## src/rtl/led_sequencer.sv

```systemverilog
// LED pattern sequencer: fill, shift and bounce patterns
// stepped by a programmable prescaler.
module led_sequencer #(
  parameter int WIDTH     = 8,
  parameter int DIV_W     = 4,
  parameter int DIV_RESET = 0
) (
  input  logic             CLK,
  input  logic             RST,
  input  logic             en,
  input  logic [1:0]       mode,
  input  logic             load_div,
  input  logic [DIV_W-1:0] div,
  output logic [WIDTH-1:0] O,
  output logic             done
);

  localparam int SW = $clog2(2*WIDTH);

  localparam logic [1:0] M_FILL   = 2'd0;
  localparam logic [1:0] M_SHIFT  = 2'd1;
  localparam logic [1:0] M_BOUNCE = 2'd2;
  localparam logic [1:0] M_PAUSE  = 2'd3;

  logic [DIV_W-1:0] div_q;
  logic [DIV_W-1:0] presc;
  logic [SW-1:0]    s;
  logic [SW-1:0]    last;
  logic [1:0]       mode_q;
  logic             done_q;

  logic run;
  logic mode_chg;
  logic tick;
  logic wrap;

  int lvl;
  int idx;

  assign run      = en && (mode != M_PAUSE);
  assign mode_chg = (mode != M_PAUSE) && (mode != mode_q);
  assign tick     = run && !mode_chg && !load_div
                    && (presc == div_q);
  assign wrap     = tick && (s == last);
  assign done     = done_q;

  // last step index of the active pattern
  always_comb begin
    last = SW'(2*WIDTH-1);
    case (mode_q)
      M_SHIFT:  last = SW'(WIDTH-1);
      M_BOUNCE: last = SW'(2*WIDTH-3);
      default:  last = SW'(2*WIDTH-1);
    endcase
  end

  // prescaler, step index, mode and divisor registers
  always_ff @(posedge CLK or posedge RST) begin
    if (RST) begin
      div_q  <= DIV_W'(DIV_RESET);
      presc  <= '0;
      s      <= '0;
      mode_q <= M_FILL;
      done_q <= 1'b0;
    end else begin
      done_q <= wrap;
      if (load_div)
        div_q <= div;
      if (mode_chg) begin
        mode_q <= mode;
        s      <= '0;
      end else if (tick) begin
        s <= wrap ? '0 : s + SW'(1);
      end
      if (load_div || mode_chg || tick)
        presc <= '0;
      else if (run)
        presc <= presc + DIV_W'(1);
    end
  end

  // pattern decode from registered state only
  always_comb begin
    O   = '0;
    lvl = 0;
    idx = 0;
    case (mode_q)
      M_SHIFT:
        idx = WIDTH - 1 - int'(s);
      M_BOUNCE:
        idx = (int'(s) < WIDTH)
              ? WIDTH - 1 - int'(s)
              : int'(s) - WIDTH + 1;
      default:
        lvl = (int'(s) < WIDTH)
              ? int'(s) + 1
              : 2*WIDTH - int'(s);
    endcase
    for (int i = 0; i < WIDTH; i++) begin
      if (mode_q == M_SHIFT || mode_q == M_BOUNCE)
        O[i] = (i == idx);
      else
        O[i] = (i >= WIDTH - lvl);
    end
  end

endmodule

```

## config.mk

```make
export PLATFORM = sky130hd
export DESIGN_NAME = led_sequencer
export DESIGN_NICKNAME = d
export VERILOG_FILES = /design/src/rtl/led_sequencer.sv
export SDC_FILE = /design/constraint.sdc
export NUM_CORES = 1
export LEC_CHECK = 0
export CAP_MARGIN = 40
export CORE_AREA = 8 8 66 56
export DETAILED_ROUTE_END_ITERATION = 6
export DIE_AREA = 0 0 74 64
export GPL_TIMING_DRIVEN = 1
export PLACE_DENSITY = 0.89
export SETUP_SLACK_MARGIN = 0.5
export SKIP_CTS_REPAIR_TIMING = 1
export SLEW_MARGIN = 40
export SYNTH_ARGS = -nofsm -noshare
export SYNTH_HDL_FRONTEND = slang
export SYNTH_SLANG_ARGS = --single-unit
```

## constraint.sdc

```tcl
create_clock -name CLK -period 5.5 [get_ports CLK]
set_input_delay 0.55 -clock CLK [delete_from_list [all_inputs] [get_ports CLK]]
set_output_delay 0.55 -clock CLK [all_outputs]
set_load 0.005 [all_outputs]
```

Yosys cells after proc, flatten, opt, wreduce, memory -nomap -nowiden
Cells that the tools add are included.
Widths: inputs -> output; s select.
{ "word_totals": {"reg_bits": 15, "elab_cells": 68, "out_inout_bits": 9, "in_bits": 10} }
{ "classes": {"add_sub_neg": 8, "n_eq_ne": 13, "magnitude_cmp": 9, "n_reduce_logical": 15, "muxes": 18} }
{ "ops": {"columns": ["op", "n"], "rows": [
  ["$eq 4x32->1 const A", 4],
  ["$ge 4x32->1 const A", 4],
  ["$mux 32", 3],
  ["$eq 3x32->1 const A", 2],
  ["$ge 3x32->1 const A", 2],
  ["$pmux 32 s2", 1],
  ["$eq 2x32->1 const A", 1],
  ["$ge 1x32->1 const A", 1],
  ["$ge 2x32->1 const A", 1],
  ["$logic_not 32->1", 1],
  ["$sub 5x32->32 const A", 1],
  ["$mux 4", 5],
  ["$add 4x1->4 const B", 2],
  ["$eq 4x4->1", 2],
  ["$mux 1", 8],
  ["$pmux 4 s2", 1],
  ["$add 5x2->6 const B", 1],
  ["$logic_and 1x1->1", 6],
  ["$sub 5x4->6 const A", 1],
  ["$add 4x1->5 const B", 1],
  ["$sub 3x4->5 const A", 1],
  ["$sub 4x4->5 const B", 1],
  ["$lt 4x4->1 const B", 1],
  ["$reduce_bool 2->1", 2],
  ["other kinds (7)", 10]
]} }

Logic depth before layout (Yosys ltp)
Gate-level depths: netlist (run 1).
{ "depth": {"ltp_word": 10, "ltp_mapped": 14, "depth_no_buf": 12} }

Worst setup path after synthesis (run 1)
Ideal clock, no wire load.
{ "synth_timing": {"kind": "register to output", "start": "reg s[3]", "end": "out O[4]", "arrival_ns": 2.908, "t_required_ns": 4.950, "path_slack_ns": 2.042, "n_path_buf": 2, "path_stages_with_launch": 15, "cell_sequence": "dfrtp_1 -> clkbuf_1 -> inv_1 -> ha_1 -> nand2b_1 -> ha_1 -> clkbuf_1 -> inv_1 -> o21ai_0 -> ha_1 -> inv_1 -> and3_1 -> nand3_1 -> o221a_2 -> o221ai_1"} }
{ "synth_between": {"elab_chain_len": 6, "elab_cells_between_ends": 14, "cone_classes": "add/sub (6); order compare (2); eq/ne (1); mux (5)"} }
{ "synth_rtl": {"columns": ["item", "line", "source"], "rows": [
  ["start: declaration", "27", "logic [SW-1:0] s;"],
  ["start signal: assignment", "73", "s <= wrap ? '0 : s + SW'(1);"],
  ["$sub 5x4->6 (tied with other cells)", "97", ": 2*WIDTH - int'(s);"],
  ["$mux 32 / $add 5x2->6 (equally long branches)", "96, 93", null],
  ["$mux 32, on equally long branches", "87, 92", null],
  ["$sub 5x32->32 / $pmux 32 s2 (equally long branches)", "103, 87", null],
  ["$ge 4x32->1 / $eq 4x32->1 (equally long branches)", "103, 101", null],
  ["$mux 1 (*)", "100", "if (mode_q == M_SHIFT || mode_q == M_BOUNCE)"],
  ["end: declaration", "14", "output logic [WIDTH-1:0] O,"]
]} }
Every way passes the cells marked *; elsewhere a longest branch is shown, timed or not.

Final worst setup path (run 1)
Ends and elaborated chain as after synthesis.

==> results.txt, run 1 <==
The flow ran to the end, and the final reports show no timing, DRC or antenna violations. The Yosys warning count is 0. The filler cells instantiated in the layout total approximately 220. The smallest clock period supported by the final layout is computed as roughly 4.5 ns. The effective utilization at floorplan came out at approximately 57%.

The critical path goes through inv_1 > ha_1 > nand2b_1 > ha_1 > inv_1 > o21ai_0 > ha_1 > inv_1 > and3_1 > nand3_1 > o221a_2 > o221ai_1 > clkdlybuf4s50_1. The peak supply drop is 114.7 µV. Entering global routing, the biggest net connects 16 pins. The largest fanout on the critical path is 14. The worst hold path terminates at div_q[3].

The total wirelength of the detailed-routed design is about 3700 µm. For this design the top-level I/O count stands at 19. Hold is met by roughly 0.55 ns. In the layout the commonest cells are sky130_fd_sc_hd__clkdlybuf4s50_1 (18), sky130_fd_sc_hd__nand2_1 (17), sky130_fd_sc_hd__dfrtp_1 (15), sky130_fd_sc_hd__ha_1 (14). The number of flip-flops and latches in the synthesized netlist is 15. STA puts the critical path data required time at approximately 5 ns.

Yosys mapped a number of flops with a built-in enable equal to 0. The count of final max-slew check failures was 0. The most critical setup path has its startpoint at s[3]. The total of buffers placed on input and output ports is 18. The slack of the worst reg-to-reg path came out at around 3.5 ns. The sequential area share after synthesis is 24.77%. The actual slew at the worst max-slew pin came out at around 0.71 ns.

The cell area power density is approximately 160 nW/µm². The detailed router finished its first iteration with 132 violations. At the end of the flow the core is filled with cells to 65.41%. Counting flops with an async set or reset pin after synthesis yields a share of 100.0%. The diode insertion count for antenna repair came out at 0. The clock transition at the register clock pins on the worst setup and hold paths after CTS came out at around 0.1 ns. The clock drives 15 sinks. Across the routed clock network, the largest skew measured is 0.009338 ns. The count of standard-cell rows is 17.

The clock latency on the worst-skew pair is 0.30 ns. The source of the worst register-to-register timing path is mode_q[0]. Using the TritonRoute via totals, the vias-per-cell ratio works out to around 6.1.

The leakage component of the power came out at 0.7128 nW. The number of cells on the worst hold path came out at 1. The total routing usage reported by global routing came out at between 15 and 20%.

Across the run, the number of max-cap violations was 0. The worst pin sits at a relative slew slack of between 50% and 60%. The die covers approximately 4700 µm².

The CTS buffer count is 3. The number of nets with antenna violations after routing is 0. The chip height is ~64 µm.

The setup total negative slack came out at 0 ns. The detailed-route wire length per cell came out at 15.71 µm. The worst hold path belongs to the class reg2reg. The worst setup path is of the reg2out kind. In this run the cell area of the synthesized design comes to roughly 1500 µm². The number of nets produced by synthesis came out at 210. TritonCTS built the clock tree. The post-route DRC violation count came out at 0. The global placer's final weighted congestion came out at 0.9386. The initial antenna violation count is 0. The total overflow reported by the global router came out at 0. The tree is rooted in a sky130_fd_sc_hd__clkbuf_4.

The endpoint class of the critical path is a primary output. The fraction of layout instances using a drive strength above 1 is about 5.0%. The total number of vias is between 1000 and 1500. The share of the clock period used by the worst path is between 80% and 90%. The number of global-route vias before repair came to around 1300.

Setup violations remaining at the end of the flow were counted as 0. The placed wire-length estimate came out at between 2000 and 3000 µm. The average instance area after synthesis came out at between 8 and 9 µm². Setup repair after global routing left no endpoint under its margin.

The maximum clock frequency came out at about 220 MHz. The instance area after placement came out at 1712 µm². The maximum number of buffers from clock root to sink is 2. The iteration count of the initial detailed-routing pass is 5.

The multi-input combinational cells in the finished layout cover a total of 1064 µm². The core box area is roughly 2700 µm². The count of final hold-check violations came out at 0. The final design area excluding fillers came out at between 1500 and 2000 µm². The flip-flop and latch area came out at 375.4 µm². The kind of start point of the critical path is a flop.

The worst register-to-register path ends at s[2]. CTS built an H-tree with a depth of 1. At the worst endpoint, the arrival time is 3.96 ns. On the worst path, the slowest cell contributes a delay of around 0.62 ns. In the synthesized netlist, the number of instances is about 190. Compared with the post-synthesis result, the final layout area differs by 14.78%. On the critical path, the stage with the largest delay is an instance of sky130_fd_sc_hd__dfrtp_1. From left edge to right edge, the die measures about 74 µm.

The worst reg-to-reg path cell count came out at 7. The count of cell types in the netlist came out at 52. The first global-routing pass estimated between 6000 and 7000 µm of wire.

For this run, the leading register cell type out of synthesis is sky130_fd_sc_hd__dfrtp_1. The library cell used most frequently in the layout, excluding fill and tap cells, is sky130_fd_sc_hd__clkdlybuf4s50_1. The startpoint of the worst hold path is div_q[3]. The number of nets in the layout came out at 225.
metal layers:
layer	vias to the layer above	global-route usage, %	share of wire (%)
met5	-	0	0
met4	0	6.716	1.5
met3	4	4.829	8.2
met2	60	25.22	45
met1	674	23.32	45
li1	711	-	-
report_power, final:
part | internal, W | total, W | leakage (nW) | switching [W]
combinational | 0.0000461 | 0.0000979 | 0.498 | 0.0000518
clock | 0.0000271 | 0.0000653 | 0.0177 | 0.0000382
sequential | 0.000115 | 0.000119 | 0.197 | 0.00000423
total | 0.000188 | 0.000282 | 0.713 | 0.0000942
per-stage QoR:
step / std cells / total power (W) / setup WS, ns
after floorplan: 186 / 0.0001833 / 2.042
after global placement: 234 / 0.0002150 / 1.553
after detailed placement: 234 / 0.0002176 / 1.395
after CTS: 238 / 0.0002825 / 1.068
after global routing: 238 / 0.0003020 / 0.7228
final: 238 / 0.0002823 / 0.9940
worst max-delay path by stage:
| stage | end | depth (start not counted) |
|---|---|---|
| finish | O[4] | 13 |
| detailed placement | O[4] | 13 |
| CTS | O[4] | 13 |
| floorplan | O[4] | 14 |
| global placement | O[4] | 13 |
| global route | O[4] | 13 |
layout make-up:
class                   count  share of cell area (%)
clock inverters             1                  0.2878
multi-input cells         151                   61.15
repair buffers             18                   10.36
flip-flops and latches     15                   21.58
inverters                  12                   2.590
clock buffers               3                   1.295
well taps                  38                   2.734
synth_stat cells, types with 2 or more instances:
master	n	share of area, %
sky130_fd_sc_hd__a211o_1	2	1.2
sky130_fd_sc_hd__a21boi_0	3	1.5
sky130_fd_sc_hd__a21oi_1	8	2.6
sky130_fd_sc_hd__and3_1	2	0.83
sky130_fd_sc_hd__clkbuf_1	6	1.5
sky130_fd_sc_hd__dfrtp_1	15	25
sky130_fd_sc_hd__ha_1	14	12
sky130_fd_sc_hd__inv_1	12	3.0
sky130_fd_sc_hd__mux2_2	4	3.0
sky130_fd_sc_hd__mux2i_1	3	2.0
sky130_fd_sc_hd__nand2_1	17	4.2
sky130_fd_sc_hd__nand2b_1	3	1.2
sky130_fd_sc_hd__nand3_1	8	2.6
sky130_fd_sc_hd__nand3b_1	2	0.99
sky130_fd_sc_hd__nand4_1	4	1.7
sky130_fd_sc_hd__nor2_1	12	3.0
sky130_fd_sc_hd__nor2b_1	4	1.7
sky130_fd_sc_hd__nor3_1	7	2.3
sky130_fd_sc_hd__nor3b_1	3	1.5
sky130_fd_sc_hd__o211ai_1	2	0.99
sky130_fd_sc_hd__o21a_1	2	0.99
sky130_fd_sc_hd__o21ai_0	9	3.0
sky130_fd_sc_hd__o21ai_1	2	0.66
sky130_fd_sc_hd__o221ai_1	2	1.2
sky130_fd_sc_hd__o22ai_1	2	0.83
sky130_fd_sc_hd__or3_1	4	1.7
sky130_fd_sc_hd__or3b_1	2	1.2
sky130_fd_sc_hd__xnor2_1	7	4.0
sky130_fd_sc_hd__xor2_1	2	1.2
logic make-up after synthesis:
| kind of cell | share of synthesized area, % |
|---|---|
| xor gates and xnor gates | 5.203 |
| AOI/OAI and AO/OA | 22.71 |
| muxes | 4.954 |
| buffers and inverters | 5.036 |
| DFF | 24.77 |
| adders and majority gates | 11.56 |
| other | 0.2475 |
| and+or+nand+nor | 25.52 |
flip-flops by register name (all words and copies together), names as in the netlist:
register	count
mode_q	2
s	4
presc	4
div_q	4
done	1
worst max-delay path: cells and delay by family, from the launching register on:
| kind | cells | cell delay, ns |
|---|---|---|
| DFF | 1 | 0.62 |
| buffers and inverters | 4 | 0.98 |
| and+or+nand+nor | 3 | 0.49 |
| AOI/OAI and AO/OA | 3 | 0.58 |
| adders and majority gates | 3 | 1.00 |
Power figures use the tool's default switching activity.
==> run 2, diff against run 1 <==
--- a/config.mk
+++ b/config.mk
@@ -6,11 +6,11 @@
 export NUM_CORES = 1
 export LEC_CHECK = 0
 export CAP_MARGIN = 40
-export CORE_AREA = 8 8 66 56
+export CORE_AREA = 8 8 71 61
 export DETAILED_ROUTE_END_ITERATION = 6
-export DIE_AREA = 0 0 74 64
+export DIE_AREA = 0 0 79 69
 export GPL_TIMING_DRIVEN = 1
-export PLACE_DENSITY = 0.89
+export PLACE_DENSITY = 0.79
 export SETUP_SLACK_MARGIN = 0.5
 export SKIP_CTS_REPAIR_TIMING = 1
 export SLEW_MARGIN = 40
==> constraint.sdc (replaced) <==
create_clock -name CLK -period 3.7 [get_ports CLK]
set_input_delay 0.37 -clock CLK [delete_from_list [all_inputs] [get_ports CLK]]
set_output_delay 0.37 -clock CLK [all_outputs]
set_load 0.005 [all_outputs]
==> results.txt, run 2 (synthesis gave the netlist of run 1 again) <==
The run finished with clean final reports. The CTS buffer count came out at 3. The post-synthesis to final-layout area growth is 33.36%.

For this configuration, the core starts out at a cell density of 46.87%. The number of nets with antenna violations after routing came out at 0. During I/O placement, the number of pins put on the boundary was 19. The fraction of layout instances using a drive strength above 1 came out at approximately a quarter. The clock transition at the register clock pins on the worst setup and hold paths after CTS is roughly 0.06 ns. The number of placed instances, taps included, is 250. The leading cell type in the layout, fill and taps excluded is sky130_fd_sc_hd__buf_4. The floorplan step set the die height to ~69 µm.

The H-tree depth came out at 1. Along the worst path, the maximum fanout reaches 5. The initial antenna violation count came out at 0. Summed over all layers, the routed wires come to ~4300 µm. The post-detailed-route via-to-cell ratio is between 6 and 7. The detailed-route wire length per cell is 16.37 µm.

The worst setup path is captured at a primary output. The setup total negative slack came out at 0 ns. Static timing analysis puts the maximum clock frequency at 299.1 MHz.

No sink is reached through more buffers than the 2 on the longest clock path. The diode insertion count for antenna repair is 0. Leaving out fill and tap cells, the most frequent cells in the layout are sky130_fd_sc_hd__buf_4 (18), sky130_fd_sc_hd__nand2_1 (15), sky130_fd_sc_hd__dfrtp_1 (12), sky130_fd_sc_hd__nor2_1 (11), sky130_fd_sc_hd__clkdlybuf4s50_1 (11). The pin count of the biggest net entering global routing came out at 16. The final hold slack is approximately 0.47 ns. The post-route DRC violation count came out at 0. At the pin with the least slew margin, the transition time is around 0.75 ns. The largest clock skew in the final design is between 0.005 and 0.006 ns.

The min-delay analysis places its worst path in the category in2async. The core box area came out at about 3200 µm². The total overflow reported by the global router is 0.

The clock latency on the worst-skew pair came out at around 0.25 ns. The iteration count of the initial detailed-routing pass came out at 4. The total routing usage reported by global routing came out at between 10% and 20%. The total of buffers placed on input and output ports came out at 18. The initial detailed-routing violation count came out at 143. At the end of the flow, the number of nets in the layout was between 200 and 250. STA classifies the critical path startpoint as a flop. The placed wire-length estimate came out at a little under 3000 µm. The overall die width is 79 µm. The worst register-to-register path ends at s[2].

The leakage component of the power is 0.9531 nW. The worst setup path is of the reg2out kind. CTS saw 15 sinks. In this run the tightest slew margin relative to its limit is 49.29%. The count of final hold-check violations is 0. The wire length of the first global-routing pass is approximately 6700 µm. The count of cells in the finished layout, fillers not included, comes to 260. The smallest clock period supported by the final layout is computed as approximately 3.3 ns.

Max-cap violations in this run came to 0. The most critical setup path has its startpoint at s[3]. The largest registers in the layout are div_q: 4 flops, presc: 4 flops, s: 4 flops. The floorplan step defined a die boundary enclosing between 5000 and 6000 µm².

The worst reg-to-reg path cell count came out at 7. The total number of vias is 1577. The number of global-route vias before repair is between 1000 and 1500. Setup repair after global routing could not meet its margin everywhere. The root buffer cell is sky130_fd_sc_hd__clkbuf_8. The peak supply drop is around 150 µV. After layout, the worst path uses roughly nine tenths of the clock period.

At the end of routability-driven placement, the weighted congestion stood at around 0.96. Setup violations remaining at the end of the flow were counted as 0. The floorplan has 19 rows. The slack of the worst reg-to-reg path came out at 1.90 ns. The data arrival time of the critical path came out at 2.97 ns. The TritonCTS clock tree is done. The count of final max-slew check failures is 0. The critical path required time came out at approximately 3.3 ns. The startpoint identified for the worst register-to-register timing path is mode_q[0]. For this design the ratio of total power to cell area is about 240 nW/µm².
==> run 2: changes by cell type in the layout (fill, tap and decap cells not counted), moves of 3 or more <==
| cell | delta |
|---|---|
| sky130_fd_sc_hd__dfrtp_2 | +3 |
| sky130_fd_sc_hd__inv_2 | +3 |
| sky130_fd_sc_hd__o21ai_0 | -3 |
| sky130_fd_sc_hd__dlymetal6s2s_1 | +7 |
| sky130_fd_sc_hd__clkbuf_8 | +3 |
| sky130_fd_sc_hd__ha_1 | -4 |
| sky130_fd_sc_hd__clkdlybuf4s50_1 | -7 |
| sky130_fd_sc_hd__buf_4 | +18 |
| sky130_fd_sc_hd__dfrtp_1 | -3 |
| sky130_fd_sc_hd__inv_1 | -3 |
| sky130_fd_sc_hd__clkbuf_4 | -3 |
==> run 2: metal layers <==
metal  GRT usage [%]  up-vias  wire [µm]
met5               0        -          0
li1                -      741          -
met1           20.38      735       1848
met4           4.928        0        140
met2           20.69       82       1943
met3           2.332       19        324
==> run 2: power breakdown <==
| part | internal (W) | switching [W] | leakage, nW |
|---|---|---|---|
| Combinational | 0.0000838 | 0.0000893 | 0.738 |
| Clock | 0.0000763 | 0.0000591 | 0.0228 |
| Sequential | 0.000171 | 0.00000646 | 0.192 |
| Total | 0.000331 | 0.000155 | 0.953 |
==> run 2: worst max-delay path, cell delays in order, from the launching register on <==
cell	delay, ns
sky130_fd_sc_hd__dfrtp_2	0.44
sky130_fd_sc_hd__buf_4	0.16
sky130_fd_sc_hd__buf_4	0.13
sky130_fd_sc_hd__and2_2	0.21
sky130_fd_sc_hd__or3_4	0.37
sky130_fd_sc_hd__nand2_2	0.11
sky130_fd_sc_hd__o21ai_2	0.06
sky130_fd_sc_hd__ha_2	0.35
sky130_fd_sc_hd__inv_1	0.05
sky130_fd_sc_hd__and3_4	0.18
sky130_fd_sc_hd__and3_1	0.20
sky130_fd_sc_hd__mux2i_2	0.18
sky130_fd_sc_hd__o211ai_1	0.12
sky130_fd_sc_hd__dlymetal6s2s_1	0.18
==> run 2: how the worst max path moves through the flow <==
stage	endpoint	cells past startpoint	slack [ns]
finish	O[5]	13	0.36
global route	O[5]	13	0.25
CTS	O[5]	13	-0.13
detailed placement	O[5]	13	0.15
global placement	O[4]	13	0.28
floorplan	O[4]	14	0.55
==> run 2: final cells by class <==
cell class / count / area [µm²]
Tap cell: 42 / 52.55
Clock buffer: 4 / 45.04
Inverter: 12 / 45.04
Timing Repair Buffer: 36 / 332.8
Fill cell: 266 / 1212
Sequential cell: 15 / 379.1
Multi-Input combinational cell: 151 / 1166
==> run 2: through the flow <==
step                      worst slack [ns]  power (W)  area [µm²]  util (%)
after floorplan                     0.5534  0.0002725        1516         -
after global placement              0.2814  0.0003330        1807     55.88
after detailed placement            0.1515  0.0003345        1807     55.88
after CTS                          -0.1251  0.0004680        1852     57.28
after global routing                0.2527  0.0005095        2021     62.50
final                               0.3564  0.0004859        2021     62.50
